File: config.mk
export PLATFORM = sky130hd
export DESIGN_NAME = caf_peak_search_flat
export DESIGN_NICKNAME = d
export VERILOG_FILES = /design/src/rtl/caf_peak_search_if.sv /design/src/rtl/caf_peak_search.sv /design/src/flat_wrapper.sv
export SDC_FILE = /design/constraint.sdc
export NUM_CORES = 1
export LEC_CHECK = 0
export ABC_AREA = 1
export CAP_MARGIN = 0
export CORE_ASPECT_RATIO = 1.4
export CORE_MARGIN = 2
export CORE_UTILIZATION = 46
export CTS_CLUSTER_DIAMETER = 80
export DETAILED_ROUTE_END_ITERATION = 6
export PLACE_DENSITY = 0.82
export SETUP_SLACK_MARGIN = 0.05
export SLEW_MARGIN = 20
export SYNTH_ARGS = -nofsm -noshare
export SYNTH_HDL_FRONTEND = slang
export SYNTH_SLANG_ARGS = --single-unit
File: constraint.sdc
create_clock -name clk -period 2.3 [get_ports clk]
set_clock_uncertainty 0.2 [all_clocks]
set_input_delay 0.575 -clock clk [delete_from_list [all_inputs] [get_ports clk]]
set_output_delay 0.575 -clock clk [all_outputs]
set_load 0.03 [all_outputs]
File: src/rtl/caf_peak_search_if.sv
// Row-result input and frame-record output bundle for the CAF peak search.
// The slave modport is the peak-search block; the master modport is the
// surrounding pipeline (row producer plus frame consumer).
interface caf_peak_search_if #(
  parameter int unsigned freq_bits   = 3,
  parameter int unsigned index_bits  = 4,
  parameter int unsigned in_max_bits = 4
);
  // Row results coming from the per-row arg-max stage.
  logic                   m_axis_tvalid;
  logic [in_max_bits-1:0] in_max;
  logic [index_bits:0]    in_index;
  logic                   s_axis_tready;

  // Detection threshold, sampled when a frame record is emitted.
  logic [in_max_bits-1:0] threshold;

  // Frame records going to the consumer.
  logic                   m_axis_tready;
  logic                   s_axis_tvalid;
  logic [in_max_bits-1:0] peak_max;
  logic [index_bits:0]    peak_index;
  logic [freq_bits-1:0]   peak_freq;
  logic                   detect;

  modport slave (
    input  m_axis_tvalid, in_max, in_index, threshold, m_axis_tready,
    output s_axis_tready, s_axis_tvalid, peak_max, peak_index, peak_freq, detect
  );

  modport master (
    output m_axis_tvalid, in_max, in_index, threshold, m_axis_tready,
    input  s_axis_tready, s_axis_tvalid, peak_max, peak_index, peak_freq, detect
  );
endinterface

File: src/rtl/caf_peak_search.sv
// Global CAF peak tracker: folds one (magnitude, time index) row result per
// frequency bin into a running best, then emits one (peak, time index,
// frequency index, detect) record per frame and holds it until accepted.
module caf_peak_search #(
  parameter int unsigned num_freqs   = 8,
  parameter int unsigned freq_bits   = 3,
  parameter int unsigned index_bits  = 4,
  parameter int unsigned in_max_bits = 4
) (
  input  logic              clk,
  input  logic              rst,
  caf_peak_search_if.slave  bus
);

  typedef enum logic {
    ACCUM = 1'b0,
    EMIT  = 1'b1
  } state_t;

  localparam logic [freq_bits-1:0] ROW_LAST = freq_bits'(num_freqs - 1);

  state_t                 state_q;
  state_t                 state_d;

  logic [freq_bits-1:0]   row_q;
  logic [in_max_bits-1:0] best_max_q;
  logic [index_bits:0]    best_index_q;
  logic [freq_bits-1:0]   best_freq_q;

  logic                   tready_q;
  logic                   tvalid_q;
  logic [in_max_bits-1:0] peak_max_q;
  logic [index_bits:0]    peak_index_q;
  logic [freq_bits-1:0]   peak_freq_q;
  logic                   detect_q;

  logic                   row_accept;
  logic                   row_is_last;
  logic                   take_row;
  logic                   rec_accept;
  logic [in_max_bits-1:0] cand_max;
  logic [index_bits:0]    cand_index;
  logic [freq_bits-1:0]   cand_freq;

  // State register.
  always_ff @(posedge clk or posedge rst) begin
    if (rst) begin
      state_q <= ACCUM;
    end else begin
      state_q <= state_d;
    end
  end

  // Next state plus the candidate best after folding in the current row.
  always_comb begin
    state_d     = state_q;
    row_accept  = 1'b0;
    rec_accept  = 1'b0;
    row_is_last = (row_q == ROW_LAST);
    // Row 0 always seeds the best; later rows must be strictly larger so
    // that ties keep the earlier row.
    take_row    = (row_q == '0) || (bus.in_max > best_max_q);
    cand_max    = best_max_q;
    cand_index  = best_index_q;
    cand_freq   = best_freq_q;

    if (take_row) begin
      cand_max   = bus.in_max;
      cand_index = bus.in_index;
      cand_freq  = row_q;
    end

    unique case (state_q)
      ACCUM: begin
        row_accept = bus.m_axis_tvalid & tready_q;
        if (row_accept && row_is_last) begin
          state_d = EMIT;
        end
      end
      EMIT: begin
        rec_accept = tvalid_q & bus.m_axis_tready;
        if (rec_accept) begin
          state_d = ACCUM;
        end
      end
      default: state_d = ACCUM;
    endcase
  end

  // Row counter and running best.
  always_ff @(posedge clk or posedge rst) begin
    if (rst) begin
      row_q        <= '0;
      best_max_q   <= '0;
      best_index_q <= '0;
      best_freq_q  <= '0;
    end else if (row_accept) begin
      best_max_q   <= cand_max;
      best_index_q <= cand_index;
      best_freq_q  <= cand_freq;
      row_q        <= row_is_last ? '0 : row_q + 1'b1;
    end
  end

  // Handshake flags are registered from the next state, so tready is low in
  // the cycle right after the last row accept and stays low through EMIT.
  always_ff @(posedge clk or posedge rst) begin
    if (rst) begin
      tready_q <= 1'b0;
      tvalid_q <= 1'b0;
    end else begin
      tready_q <= (state_d == ACCUM);
      tvalid_q <= (state_d == EMIT);
    end
  end

  // Frame record: loaded on the last row accept, including that row if it
  // wins; held through EMIT and after the handshake.
  always_ff @(posedge clk or posedge rst) begin
    if (rst) begin
      peak_max_q   <= '0;
      peak_index_q <= '0;
      peak_freq_q  <= '0;
      detect_q     <= 1'b0;
    end else if (row_accept && row_is_last) begin
      peak_max_q   <= cand_max;
      peak_index_q <= cand_index;
      peak_freq_q  <= cand_freq;
      detect_q     <= (cand_max >= bus.threshold);
    end
  end

  assign bus.s_axis_tready = tready_q;
  assign bus.s_axis_tvalid = tvalid_q;
  assign bus.peak_max      = peak_max_q;
  assign bus.peak_index    = peak_index_q;
  assign bus.peak_freq     = peak_freq_q;
  assign bus.detect        = detect_q;

endmodule
File: src/flat_wrapper.sv
// flat-port wrapper written by rule: the top's interface ports become plain ports
module caf_peak_search_flat 
#(
  parameter int unsigned num_freqs   = 8,
  parameter int unsigned freq_bits   = 3,
  parameter int unsigned index_bits  = 4,
  parameter int unsigned in_max_bits = 4
)
  (clk, rst, bus_m_axis_tvalid, bus_in_max, bus_in_index, bus_threshold, bus_m_axis_tready, bus_s_axis_tready, bus_s_axis_tvalid, bus_peak_max, bus_peak_index, bus_peak_freq, bus_detect);
  caf_peak_search_if #(.freq_bits(freq_bits), .index_bits(index_bits), .in_max_bits(in_max_bits)) bus_i ();
  input  logic clk;
  input  logic rst;
  input wire logic [$bits(bus_i.m_axis_tvalid)-1:0] bus_m_axis_tvalid;
  input wire logic [$bits(bus_i.in_max)-1:0] bus_in_max;
  input wire logic [$bits(bus_i.in_index)-1:0] bus_in_index;
  input wire logic [$bits(bus_i.threshold)-1:0] bus_threshold;
  input wire logic [$bits(bus_i.m_axis_tready)-1:0] bus_m_axis_tready;
  output wire logic [$bits(bus_i.s_axis_tready)-1:0] bus_s_axis_tready;
  output wire logic [$bits(bus_i.s_axis_tvalid)-1:0] bus_s_axis_tvalid;
  output wire logic [$bits(bus_i.peak_max)-1:0] bus_peak_max;
  output wire logic [$bits(bus_i.peak_index)-1:0] bus_peak_index;
  output wire logic [$bits(bus_i.peak_freq)-1:0] bus_peak_freq;
  output wire logic [$bits(bus_i.detect)-1:0] bus_detect;
  assign bus_i.m_axis_tvalid = bus_m_axis_tvalid;
  assign bus_i.in_max = bus_in_max;
  assign bus_i.in_index = bus_in_index;
  assign bus_i.threshold = bus_threshold;
  assign bus_i.m_axis_tready = bus_m_axis_tready;
  assign bus_s_axis_tready = bus_i.s_axis_tready;
  assign bus_s_axis_tvalid = bus_i.s_axis_tvalid;
  assign bus_peak_max = bus_i.peak_max;
  assign bus_peak_index = bus_i.peak_index;
  assign bus_peak_freq = bus_i.peak_freq;
  assign bus_detect = bus_i.detect;
  caf_peak_search #(.num_freqs(num_freqs), .freq_bits(freq_bits), .index_bits(index_bits), .in_max_bits(in_max_bits)) u_core (.clk(clk), .rst(rst), .bus(bus_i));
endmodule
Yosys cells after proc, flatten, opt, wreduce, memory -nomap -nowiden --
Index checks and enable logic that the tools add are counted.
Word-level totals: input port bits 17, bits in latches 0, RAM bits 0, output and inout port bits 15, bits in read-only memories 0, register bits 30, logic and storage cells 30, memories 0
Operators by class: div/mod/pow operators 0, bitwise gates (word level) 4, $lt $le $gt $ge 2, shifts and indexed selects 0, mux-type cells 8, add/subtract/negate cells 1, eq/ne operators 1, multipliers 0, reduce and logical (&&, ||, !) cells 4
Operators with widths (count):
- $mux 3 | 2
- $mux 5 | 1
- $ge 4x4->1 | 1
- $gt 4x4->1 | 1
- $mux 4 | 1
- $add 3x1->3 const B | 1
- $eq 3x3->1 const B | 1
- $logic_not 3->1 | 1
- $mux 1 | 3
- $and 1x1->1 | 2
- $logic_and 1x1->1 | 2
- $not 1->1 | 2
- $pmux 1 s2 | 1
- $logic_or 1x1->1 | 1

Logic depth before layout (Yosys ltp) --
word-level depth 5, depth in mapped cells 18

Worst setup path before layout --
Ideal clock, no wire load.
kind in2reg, start input port bus_in_max[3], end register u_core.detect_q (netlist: u_core.bus.detect), required time 1.983 ns, path slack -0.206 ns, arrival time 2.189 ns, cell stages on the path 14, buffers on the path 1, cell sequence ha_1 > a21oi_1 > nand2_1 > nand2_2 > buf_6 > nand3_2 > and2_1 > ha_1 > inv_1 > nor2_1 > o211ai_1 > nand3_1 > nand2_1 > nand2_1
On the way: longest elaborated chain between the ends 4
Ends and longest elaborated chain:
- start: declaration | line flat_wrapper.sv:14 | input wire logic [$bits(bus_i.in_max)-1:0] bus_in_max;
- $gt 4x4->1 | line caf_peak_search.sv:62 | take_row = (row_q == '0) || (bus.in_max > best_max_q);
- $logic_or 1x1->1 | line caf_peak_search.sv:62
- $mux 4 | line caf_peak_search.sv:67 | if (take_row) begin
- named net u_core.cand_max[1] | line caf_peak_search.sv:41 | logic [in_max_bits-1:0] cand_max;
- $ge 4x4->1 | line caf_peak_search.sv:129 | detect_q <= (cand_max >= bus.threshold);
- end signal: assignment | line caf_peak_search.sv:129
- end: declaration | line caf_peak_search.sv:35 | logic detect_q;
The timed path passes the listed nets, and every way through them passes these cells. A chain may end at the register's enable or synchronous reset.

Worst setup path in the final report --
start input port bus_in_max[0], end register u_core.detect_q (netlist: u_core.bus.detect)
The elaborated chain is that of the path after synthesis.

==> flow_summary.yaml <==
run_status:
  outcome: "finished, violations left"
  violations: "negative setup slack"
finish:
  fill_cells: 254
  fin_nets: 295
  layout_commonest_cell: "nand2_1"
  final_cell_mix: "nand2_1 (67), nand3_1 (35), dfrtp_1 (30)"
  antenna_cells: 0
  finalInstanceArea_mm2: 0.00240
  area_delta_synth_final_pct: 44.3
  drive_gt1_frac: 0.251
clocking:
  clk_latency_ns: 0.28
  cts_max_path_buffers: 2
  cts_buffers: 5
  ctsRootBufferMaster: "clkbuf_8"
  clk_pin_slew_ns: 0.06
  cts_tree: "done"
  cts_sinks: 30
  htree_levels: 2
worst_setup_path:
  arrival_ns: 2.29
  critPathMaxFanout: 3
  r2r_cells: 17
  regToRegEndpoint: "u_core.bus.detect"
  critPathKind: "in -> reg"
  rr_startpoint: "u_core.best_max_q[3]"
  worst-r2r-setup-slack_ns: -0.02
  critPathLaunchType: "input port"
  worstSetupEndpointType: "register"
  crit_required_ns: 2.27
sta:
  setup_violations: 1
  finalMaxSlewViolations: 0
  period_minus_slack_ns: 2.32
  holdWs_ns: 0.279
  slew_headroom: 0.744
  finalHoldViolations: 0
  finalCritPeriodShare: 1.01
  fmax_mhz: 431
  worst_slack_ns: -0.0202
  rsz0062_at_grt: "true"
  tightestPinTransition_ns: 0.384
die:
  rows: 25
  dieArea_mm2: 0.00412
  die-width_um: 54.9
  coreArea_mm2: 0.00341
  top_level_ports: 32
  die_y_um: 75.2
  start_util: 0.488
pwr:
  ir_drop_mv: 0.950
  power_w: 0.00372
  power.density_mw_per_mm2: 1550
  leakage_nw: 1.25
routing:
  via_per_inst: 5.18
  post_drt_wl_per_cell_um: 13.2
  initialDrtViolationCount: 53
  drc: 0
  firstDrtPassIters: 6
  drt_wl_total_um: 4050
  drtAntennaViolNets: 0
  via_count: 1591
placed_design:
  dp_worst_setup_slack_ns: -0.775
  port_buffers: 31
  place_congestion: 0.790
  dp.final_hpwl_um: 2790
  dpl_cell_area_mm2: 0.00219
worst_hold_path:
  hold_depth: 2
  hold_path_startpoint: "u_core.bus.peak_index[4]"
  hold_path_class: "reg -> reg"
  min_to: "u_core.bus.peak_index[4]"
yosys:
  ys_warn_count: 0
  syn_area_mm2: 0.00167
  synth.distinct_cells: 21
  syn_avg_cell_area_um2: 7.86
  ys_ff_latch: 30
  ys_seq_area_frac: 0.451
  synthCells: 212
  syn_nets: 240
global_routing:
  grt_antenna_before_repair: 0
  grt_pass1_vias: 1552
  grt_pass1_wl_um: 6750
  overflow: 0
  grtUsageTotal: 0.233
  grt_max_degree: 31
run:
  cap_violations: 0
## critical path, cell delays in order
cell and delay, ns:
clkdlybuf4s15_2 0.20, inv_4 0.04, ha_4 0.14, inv_1 0.04, nand2_1 0.04, nand2_1 0.07, nand2_2 0.05, nand2_2 0.06
nand2_2 0.07, nand2_2 0.09, nand2_2 0.09, and2_4 0.17, ha_4 0.21, inv_2 0.05, nor2_1 0.03, o211ai_1 0.16
nand3_1 0.10, nand2_1 0.06, nand2_1 0.05
## cell usage after synthesis (all sizes together)
library cell / number / share of area
o21ai: 4 / 0.012
o211ai: 1 / 0.0045
nand4: 1 / 0.0038
a21oi: 2 / 0.0060
nor2: 2 / 0.0090
nand2: 76 / 0.18
nand3: 39 / 0.12
inv: 35 / 0.079
buf: 6 / 0.029
and2: 3 / 0.011
dfrtp: 30 / 0.45
clkinv: 1 / 0.0023
ha: 11 / 0.083
clkbuf: 1 / 0.0023
## registers in the layout, summed over array words and instances, names as in the netlist
signal and count:
u_core.best_index_q 5, u_core.bus.peak_index 5, u_core.best_max_q 4, u_core.bus.peak_max 4, u_core.best_freq_q 3, u_core.bus.peak_freq 3, u_core.row_q 3, u_core.bus.detect 1
u_core.bus.s_axis_tready 1, u_core.state_q 1
## per-stage QoR
step	setup TNS, ns	utilization	instances
5_1_grt	-0.195	0.705	307
6_report	-0.0202	0.705	307
2_1_floorplan	-0.155	-	212
4_1_cts	0	0.695	306
3_3_place_gp	-4.29	0.642	297
3_5_place_dp	-5.48	0.642	297
## kinds of logic (layout without fill, tap and decap cells)
kind of cell | count (synthesis) | after routing | synth area share
AOI/OAI and AO/OA | 7 | 7 | 0.0225
buffers and inverters | 43 | 98 | 0.112
DFF | 30 | 30 | 0.451
adders and majority gates | 11 | 11 | 0.0826
and+or+nand+nor | 121 | 121 | 0.332
## worst max path at each step
stage                               startpoint                 to  slack, ns
after CTS                 u_core.best_max_q[3]  u_core.bus.detect       0.02
after global placement           bus_in_max[1]  u_core.bus.detect      -0.68
final                            bus_in_max[0]  u_core.bus.detect      -0.02
after global routing      u_core.best_max_q[3]  u_core.bus.detect      -0.20
after floorplan                  bus_in_max[1]  u_core.bus.detect      -0.15
after detailed placement         bus_in_max[1]  u_core.bus.detect      -0.78
## area by class of cell
cell class	instances	area, um^2	share of cell area
sequential	30	751	0.313
timing repair buffer	55	495	0.206
inverter	36	138	0.0573
clock buffer	6	82.6	0.0344
tap	40	50.0	0.0208
clock inverter	1	30.0	0.0125
multi-input combinational	139	856	0.356
## layer usage
| layer | global-route usage | part of all wire | vias up |
|---|---|---|---|
| li1 | - | - | 778 |
| met1 | 0.290 | 0.39 | 744 |
| met2 | 0.368 | 0.52 | 54 |
| met3 | 0.0516 | 0.054 | 15 |
| met4 | 0.131 | 0.035 | 0 |
| met5 | 0 | 0 | - |
## power breakdown
group	total [W]	internal (W)	leakage, nW	switching (W)
sequential	0.000932	0.000781	0.371	0.000151
clock	0.000539	0.000346	0.0573	0.000193
combinational	0.00225	0.00102	0.826	0.00123
total	0.00372	0.00215	1.25	0.00157
## repair_timing
item	CTS	global route
setup buffers	2	1
endpoints found under the setup margin	3	1
hold buffers	0	0
resized for setup	32	6
pin swaps	15	5
No activity file was read; power rests on OpenSTA's default activity.
